`src/rtl/pc_gen_if.sv`:
```
// Fetch-stage PC generator bus: control inputs from stall controller,
// exception unit and EX, plus the fetch address outputs.
// master = PC generator side, slave = consumer/driver side.
interface pc_gen_if #(
    parameter int ADDR_W  = 32,
    parameter int STALL_W = 6
);
    logic [STALL_W-1:0] stall;
    logic               flush;
    logic [ADDR_W-1:0]  flush_pc;
    logic               branch_flag;
    logic [ADDR_W-1:0]  branch_target;
    logic [ADDR_W-1:0]  pc;
    logic               ce;
    logic               pend_valid;
    logic               misalign;

    modport master (
        input  stall, flush, flush_pc, branch_flag, branch_target,
        output pc, ce, pend_valid, misalign
    );

    modport slave (
        output stall, flush, flush_pc, branch_flag, branch_target,
        input  pc, ce, pend_valid, misalign
    );
endinterface

```
`src/rtl/pc_gen.sv`:
```
// Program-counter generator for the fetch stage.
// Sequential stepping, flush/branch redirects and a one-entry buffer
// holding a branch that arrives while the PC stage is stalled.
// Optional macro PC_ALIGN_CHECK_EN: redirect targets get bits [1:0]
// cleared and a misaligned raw target raises misalign for one cycle.
module pc_gen #(
    parameter int              ADDR_W    = 32,
    parameter logic [ADDR_W-1:0] RESET_VEC = '0,
    parameter int              STEP      = 4,
    parameter int              STALL_W   = 6
) (
    input  logic      clk,
    input  logic      rst,
    pc_gen_if.master  bus
);
    typedef enum logic {OFF = 1'b0, RUN = 1'b1} state_t;

    // Redirect sources: 0 = flush, 1 = branch, 2 = pending buffer
    localparam int NSRC = 3;

    state_t            state_reg, state_next;
    logic [ADDR_W-1:0] pc_reg, pc_next;
    logic [ADDR_W-1:0] pend_addr_reg, pend_addr_next;
    logic              pend_valid_reg, pend_valid_next;
    logic              misalign_reg, misalign_next;

    logic [ADDR_W-1:0] redir_raw [NSRC];
    logic [ADDR_W-1:0] redir_tgt [NSRC];
    logic              redir_mis [NSRC];

    logic stall_pc;
    assign stall_pc = bus.stall[0];

    // Only the PC-stage stall bit matters here; upper bits are ignored
    logic unused_stall;
    assign unused_stall = &{1'b0, bus.stall[STALL_W-1:1]};

    assign redir_raw[0] = bus.flush_pc;
    assign redir_raw[1] = bus.branch_target;
    assign redir_raw[2] = pend_addr_reg;

    // Per-source target conditioning; the pending entry keeps the raw
    // address so misalignment is flagged when applied, not when captured
    genvar gi;
    generate
        for (gi = 0; gi < NSRC; gi++) begin : g_redir
`ifdef PC_ALIGN_CHECK_EN
            assign redir_tgt[gi] = {redir_raw[gi][ADDR_W-1:2], 2'b00};
            assign redir_mis[gi] = |redir_raw[gi][1:0];
`else
            assign redir_tgt[gi] = redir_raw[gi];
            assign redir_mis[gi] = 1'b0;
`endif
        end
    endgenerate

    // State register with synchronous reset
    always_ff @(posedge clk) begin
        if (rst) begin
            state_reg      <= OFF;
            pc_reg         <= RESET_VEC;
            pend_addr_reg  <= '0;
            pend_valid_reg <= 1'b0;
            misalign_reg   <= 1'b0;
        end else begin
            state_reg      <= state_next;
            pc_reg         <= pc_next;
            pend_addr_reg  <= pend_addr_next;
            pend_valid_reg <= pend_valid_next;
            misalign_reg   <= misalign_next;
        end
    end

    // Next-state and PC selection in redirect priority order
    always_comb begin
        state_next      = RUN;
        pc_next         = pc_reg;
        pend_addr_next  = pend_addr_reg;
        pend_valid_next = pend_valid_reg;
        misalign_next   = 1'b0;

        // In OFF the PC holds RESET_VEC so the first enabled fetch uses it
        if (state_reg == RUN) begin
            if (bus.flush) begin
                pc_next         = redir_tgt[0];
                misalign_next   = redir_mis[0];
                pend_valid_next = 1'b0;
            end else if (bus.branch_flag && !stall_pc) begin
                pc_next         = redir_tgt[1];
                misalign_next   = redir_mis[1];
                pend_valid_next = 1'b0;
            end else if (bus.branch_flag && stall_pc) begin
                pend_addr_next  = bus.branch_target;
                pend_valid_next = 1'b1;
            end else if (pend_valid_reg && !stall_pc) begin
                pc_next         = redir_tgt[2];
                misalign_next   = redir_mis[2];
                pend_valid_next = 1'b0;
            end else if (!stall_pc) begin
                pc_next = pc_reg + ADDR_W'(STEP);
            end
        end
    end

    assign bus.pc         = pc_reg;
    assign bus.ce         = (state_reg == RUN);
    assign bus.pend_valid = pend_valid_reg;
    assign bus.misalign   = misalign_reg;
endmodule

```
`src/flat_wrapper.sv`:
```
// flat-port wrapper written by rule: the top's interface ports become plain ports
module pc_gen_flat 
#(
    parameter int              ADDR_W    = 32,
    parameter logic [ADDR_W-1:0] RESET_VEC = '0,
    parameter int              STEP      = 4,
    parameter int              STALL_W   = 6
)
  (clk, rst, bus_stall, bus_flush, bus_flush_pc, bus_branch_flag, bus_branch_target, bus_pc, bus_ce, bus_pend_valid, bus_misalign);
  pc_gen_if #(.ADDR_W(ADDR_W), .STALL_W(STALL_W)) bus_i ();
  input  logic clk;
  input  logic rst;
  input wire logic [$bits(bus_i.stall)-1:0] bus_stall;
  input wire logic [$bits(bus_i.flush)-1:0] bus_flush;
  input wire logic [$bits(bus_i.flush_pc)-1:0] bus_flush_pc;
  input wire logic [$bits(bus_i.branch_flag)-1:0] bus_branch_flag;
  input wire logic [$bits(bus_i.branch_target)-1:0] bus_branch_target;
  output wire logic [$bits(bus_i.pc)-1:0] bus_pc;
  output wire logic [$bits(bus_i.ce)-1:0] bus_ce;
  output wire logic [$bits(bus_i.pend_valid)-1:0] bus_pend_valid;
  output wire logic [$bits(bus_i.misalign)-1:0] bus_misalign;
  assign bus_i.stall = bus_stall;
  assign bus_i.flush = bus_flush;
  assign bus_i.flush_pc = bus_flush_pc;
  assign bus_i.branch_flag = bus_branch_flag;
  assign bus_i.branch_target = bus_branch_target;
  assign bus_pc = bus_i.pc;
  assign bus_ce = bus_i.ce;
  assign bus_pend_valid = bus_i.pend_valid;
  assign bus_misalign = bus_i.misalign;
  pc_gen #(.ADDR_W(ADDR_W), .RESET_VEC(RESET_VEC), .STEP(STEP), .STALL_W(STALL_W)) u_core (.clk(clk), .rst(rst), .bus(bus_i));
endmodule
```
`config.mk`:
```
export PLATFORM = sky130hd
export DESIGN_NAME = pc_gen_flat
export DESIGN_NICKNAME = d
export VERILOG_FILES = /design/src/rtl/pc_gen_if.sv /design/src/rtl/pc_gen.sv /design/src/flat_wrapper.sv
export SDC_FILE = /design/constraint.sdc
export NUM_CORES = 1
export LEC_CHECK = 0
export CAP_MARGIN = 10
export CORE_MARGIN = 5
export CORE_UTILIZATION = 45
export DETAILED_ROUTE_END_ITERATION = 10
export PLACE_DENSITY_LB_ADDON = 0.05
export SYNTH_ARGS = -nofsm -noshare
export SYNTH_HDL_FRONTEND = slang
export SYNTH_SLANG_ARGS = --single-unit
```
`constraint.sdc`:
```
create_clock -name clk -period 4.15 [get_ports clk]
set_clock_uncertainty 0.1 [all_clocks]
set_input_delay 0.83 -clock clk [delete_from_list [all_inputs] [get_ports clk]]
set_output_delay 0.83 -clock clk [all_outputs]
set_load 0.05 [all_outputs]
```
==> out/metrics.yaml, run 1 <==
clock_tree:
  clock_path_buffers: 2
  cts.sinks: 66
  htreeDepth: 3
  cts_setup_buffers: 0
  cts.clk_slew.worst_paths_ns: 0.08
  root_buffer: "clkbuf_8"
  cts-hold-fix-buffers: 0
  cts_tree: "built"
  ctsResizeCount: 0
  cts_buffers: 9
  worstSkewPairLatency_ns: 0.36
flow_run:
  drv_cap: 0
setup_path:
  reg2reg_to: "u_core.bus.pc[30]"
  slowest_delay_ns: 0.64
  critPathSlowestCell: "clkdlybuf4s50_1"
  end_kind: "register"
  r2r_slack_ns: 1.37
  start_kind: "input pin"
  r2r.worst_path.cells: 6
  r2r_start: "u_core.bus.pc[2]"
  crit_path_max_fanout: 13
  crit_required_ns: 4.27
  crit_type: "in2reg"
  crit_chain: "clkdlybuf4s50_1 -> nor2b_1 -> nor2_1 -> buf_4 -> o21ai_0 -> a221oi_1 -> nor3_1"
  arrival_ns: 3.01
  critPathTopFamily: "buffers and inverters"
  timing.critical_path.buf_inv: 2
synthesis:
  ys.flop_type: "dfxtp_1"
  synthesis.nets: 637
  synthArstFlopShare_pct: 0
  syn_area_um2: 4000
  syn_inst: 562
  synth_edf_count: 0
  synth_seq_cells: 66
  synth_most_common_cell: "nand2_1"
  yosysSeqAreaShare_pct: 33.0
  synth.avg_cell_area_um2: 7.12
  yosysWarningCount: 0
  synth_common_cells: "nand2_1 (114), dfxtp_1 (66), a21oi_1 (62)"
  yosysTopAreaCellShare_pct: 33.0
  synth.largest_area_cell: "dfxtp_1"
  synthTopCellsByArea: "dfxtp_1 (33%), nand2_1 (11%), a21oi_1 (7.8%)"
  synth_cell_types: 62
power:
  p_total_mw: 1.76
  powerDensity_nw_per_um2: 327
  leakagePower_nw: 1.84
  vdd_drop_max_uv: 172
detailed_routing:
  drt_iter0_drc: 385
  dr.pass1.iters: 5
  avgRoutedWirePerCell_um: 20.2
  dr_total_vias: 4776
  remaining_drc_errors: 0
  viasPerCell: 6.22
  routed_wl_um: 15500
  drtAntennaViolNets: 0
final_layout:
  multiInputGateArea_um2: 2440
  utilization_pct: 62.0
  seqCellArea_um2: 1320
  final_nets: 730
  stdcell_count: 768
  syn_to_final_growth_pct: 34.6
  fillers: 854
  drive_gt1_share_pct: 7.58
  antenna_cells: 0
min_path:
  hold_class: "reg2reg"
  holdPathEnd: "u_core.pend_addr_reg[24]"
  hold_path_startpoint: "u_core.pend_addr_reg[24]"
  whs_path_depth: 2
sta:
  hold_viol: 0
  worst_pin_slew_ns: 0.992
  rsz0062_at_grt: "no"
  setup-tns-final_ns: 0
  setup_viol: 0
  period_minus_slack_ns: 2.88
  finalCritPeriodShare_pct: 69.4
  hold_ws_ns: 0.356
  drv_slew: 0
  slew_headroom_pct: 33.3
  max_freq_mhz: 347
floorplan:
  io_pins: 109
  die_area_um2: 10900
  chipHeight_um: 104
  core_um2: 8680
  num_rows: 34
  start_util_pct: 46.1
  dieWidth_um: 104
placed_design:
  dp_hpwl_um: 11200
  post-place-cells: 752
  io_buffers: 102
  globalplace.congestion: 0.937
global_routing:
  grt_max_degree: 42
  antenna_found_initial: 0
  grt_pass1_wl_um: 24800
  grt.total_usage_pct: 28.0
  grt_pass1_vias: 4642
  overflow: 0
run_status:
  outcome: "complete, no violations"
-- stage by stage --
step | area [um2] | setup WS, ns
floorplan | 4000 | 1.39
global placement | 5160 | 0.949
detailed placement | 5160 | 0.939
CTS | 5380 | 1.28
global route | 5380 | 1.04
finish | 5380 | 1.27
-- worst max path at each step --
stage / to / start / cells past startpoint
after floorplan: u_core.bus.pc[24] / u_core.bus.pc[2] / 7
after global placement: u_core.bus.pc[1] / bus_stall[0] / 7
after detailed placement: u_core.bus.pc[0] / bus_stall[0] / 7
after CTS: u_core.bus.pc[1] / bus_stall[0] / 7
after global routing: u_core.bus.pc[0] / bus_stall[0] / 7
final: u_core.bus.pc[1] / bus_stall[0] / 7
-- area by class of cell --
type                       count  share of cell area (%)
inverter                      16                    1.12
clock inverter                 7                    1.86
tap                          108                    2.51
clock buffer                   9                    2.30
timing repair buffer         126                    22.3
multi-input combinational    436                    45.4
sequential                    66                    24.5
-- layout by cell type (no fill, tap or decap), types with 6 or more instances in the layout --
master	count
clkbuf_8	9
o211ai_1	6
dfxtp_1	66
a221oi_1	9
o21ai_0	40
o22ai_1	11
nand2b_1	8
nor2_1	27
a211oi_1	6
clkdlybuf4s50_1	102
nand3_1	21
a31oi_1	8
nand2_1	114
o221ai_1	8
nor4_1	10
buf_4	24
xnor2_1	7
a21oi_1	62
inv_1	15
nor2b_1	7
nor3_1	16
-- metal layers --
layer,global-route usage (%),share of wire (%)
met3,8.07,11
met1,38.4,43
met2,41.4,44
met5,0,0
met4,10.9,2.3
-- logic make-up after synthesis --
kind of cell	after synthesis	synth area share, %
AOI/OAI and AO/OA	185	29.2
xor gates and xnor gates	9	1.97
adders and majority gates	1	0.313
buffers and inverters	60	6.01
DFF	66	33.0
other	1	0.0938
and+or+nand+nor	240	29.4
-- power breakdown --
group | switching, mW | internal, mW | leakage (nW)
Combinational | 0.247 | 0.173 | 1.19
Sequential | 0.0496 | 0.664 | 0.539
Clock | 0.284 | 0.343 | 0.114
-- tightest hold or removal path, stage by stage, from the launching register on --
cell	delay, ns
dfxtp_1	0.31
nand2_1	0.05
a21oi_1	0.05
Power figures use the tool's default switching activity.
==> run 2: changes to the inputs <==
CORE_UTILIZATION = 44   (was 45)
clock period = 2.37 ns   (was 4.15 ns; I/O delays follow)
==> out/metrics.yaml, run 2 (same netlist as run 1, synthesis figures left out) <==
placed_design:
  pre_cts_ws_ns: -0.110  # -1.05 ns
  io_buffers: 102  # unchanged
  dp_hpwl_um: 12400  # +11%
  globalplace.congestion: 0.978  # +4.4%
setup_path:
  critPathTopFamily: "buffers and inverters"
  end_kind: "output pin"
  crit_path_max_fanout: 8  # -5
  crit_required_ns: 1.80  # -2.47 ns
  slowest_delay_ns: 0.88  # +0.24 ns
  crit_chain: "clkdlybuf4s50_1"
  critPathSlowestCell: "clkdlybuf4s50_1"
  crit_type: "reg2out"
  timing.critical_path.buf_inv: 1  # -1
  arrival_ns: 1.76  # -1.25 ns
  start_kind: "register"
detailed_routing:
  remaining_drc_errors: 0  # unchanged
  viasPerCell: 6.07  # -2.4%
  routed_wl_um: 16300  # +5.2%
  avgRoutedWirePerCell_um: 20.0  # -1.4%
  drtAntennaViolNets: 0  # unchanged
  drt_iter0_drc: 422  # +9.6%
  dr.pass1.iters: 5  # unchanged
  dr_total_vias: 4972  # +4.1%
clock_tree:
  cts_tree: "built"
  cts_setup_buffers: 0  # unchanged
  root_buffer: "clkbuf_8"
  cts-hold-fix-buffers: 0  # unchanged
  cts.clk_slew.worst_paths_ns: 0.08  # about the same
  cts.sinks: 66  # unchanged
  ctsResizeCount: 0  # unchanged
  clock_path_buffers: 2  # unchanged
  cts_buffers: 9  # unchanged
  worstSkewPairLatency_ns: 0.35  # about the same
  htreeDepth: 3  # unchanged
sta:
  setup-tns-final_ns: 0  # unchanged
  max_freq_mhz: 429
  drv_slew: 0  # unchanged
  setup_ws_ns: 0.0377  # -1.23 ns
  setup_viol: 0  # unchanged
  period_minus_slack_ns: 2.33
  hold_viol: 0  # unchanged
  slew_headroom_pct: 61.7  # +28 points
  finalCritPeriodShare_pct: 98.4
  worst_pin_slew_ns: 0.568  # -0.423 ns
  rsz0062_at_grt: "no"
flow_run:
  drv_cap: 0  # unchanged
power:
  leakagePower_nw: 2.10  # +14%
  powerDensity_nw_per_um2: 527  # +61%
  vdd_drop_max_uv: 347  # +100%
floorplan:
  chipHeight_um: 105  # +1.0%
  io_pins: 109  # unchanged
  num_rows: 34  # unchanged
  start_util_pct: 45.4  # -0.67 points
  die_area_um2: 11100  # +2.1%
  dieWidth_um: 105  # +1.0%
  core_um2: 8810  # +1.5%
global_routing:
  grt_max_degree: 31  # -26%
  overflow: 0  # unchanged
  grt_pass1_vias: 4690  # +1.0%
  grt.total_usage_pct: 29.4  # +1.4 points
  antenna_found_initial: 0  # unchanged
  grt_pass1_wl_um: 26000  # +5.0%
run_status:
  outcome: "complete, no violations"
final_layout:
  fillers: 815  # -4.6%
  seqCellArea_um2: 1350  # +2.2%
  antenna_cells: 0  # unchanged
  final_nets: 781  # +7.0%
  layout_commonest_cell: "nand2_1"
  final_cell_mix: "nand2_1 (114), clkdlybuf4s50_1 (99), buf_4 (73), a21oi_1 (62), dfxtp_1 (53)"
  drive_gt1_share_pct: 16.5  # +8.9 points
  syn_to_final_growth_pct: 45.7
  multiInputGateArea_um2: 2450  # +0.51%
min_path:
  hold_class: "reg2reg"
-- run 2: per-stage QoR --
| step | utilization [%] | total power [mW] | hold WS [ns] | cell area (um2) | std cells |
|---|---|---|---|---|---|
| final | 66.1 | 3.07 | 0.358 | 5820 | 819 |
| after global routing | 66.1 | 3.20 | 0.374 | 5820 | 819 |
| after CTS | 66.1 | 3.07 | 0.354 | 5820 | 819 |
| after detailed placement | 63.9 | 2.07 | 0.342 | 5620 | 803 |
| after global placement | 63.9 | 2.06 | 0.340 | 5620 | 803 |
| after floorplan | - | 1.67 | 0.331 | 4040 | 562 |
-- run 2: final timing paths --
kind	startpoint	end	slack, ns	cells past startpoint
setup / recovery	u_core.bus.pc[18]	bus_pc[18]	0.04	1
hold / removal	u_core.pend_addr_reg[31]	u_core.pend_addr_reg[31]	0.36	2
setup reg to reg	u_core.bus.pc[2]	u_core.bus.pc[30]	0.14	7
hold reg to reg	u_core.pend_addr_reg[31]	u_core.pend_addr_reg[31]	0.36	2
-- run 2: report_power, final --
group | internal, mW | switching, mW
Clock | 0.498 | 0.510
Combinational | 0.355 | 0.464
Sequential | 1.16 | 0.0798
-- run 2: final cells by class --
class / instances / area share (%)
repair buffers: 177 / 27.9
multi-input cells: 436 / 42.1
well taps: 108 / 2.32
clock inverters: 7 / 1.31
flip-flops and latches: 66 / 23.2
inverters: 16 / 1.03
clock buffers: 9 / 2.13
-- run 2: routing by layer --
metal  GRT usage, %  routed length [um]  vias to the layer above
met3           6.48                1600                       26
li1               -                   -                     2342
met5              0                   0                        -
met2           44.3                7360                      269
met1           42.2                7120                     2335
met4           8.15                 263                        0
-- run 2: worst reg2reg max path, stage by stage, from the launching register on --
cell and delay (ns):
dfxtp_4 0.37, ha_4 0.13, nand4_2 0.14, or4_4 0.56, nor4_2 0.30, buf_4 0.18
o32ai_1 0.09, a22o_1 0.25
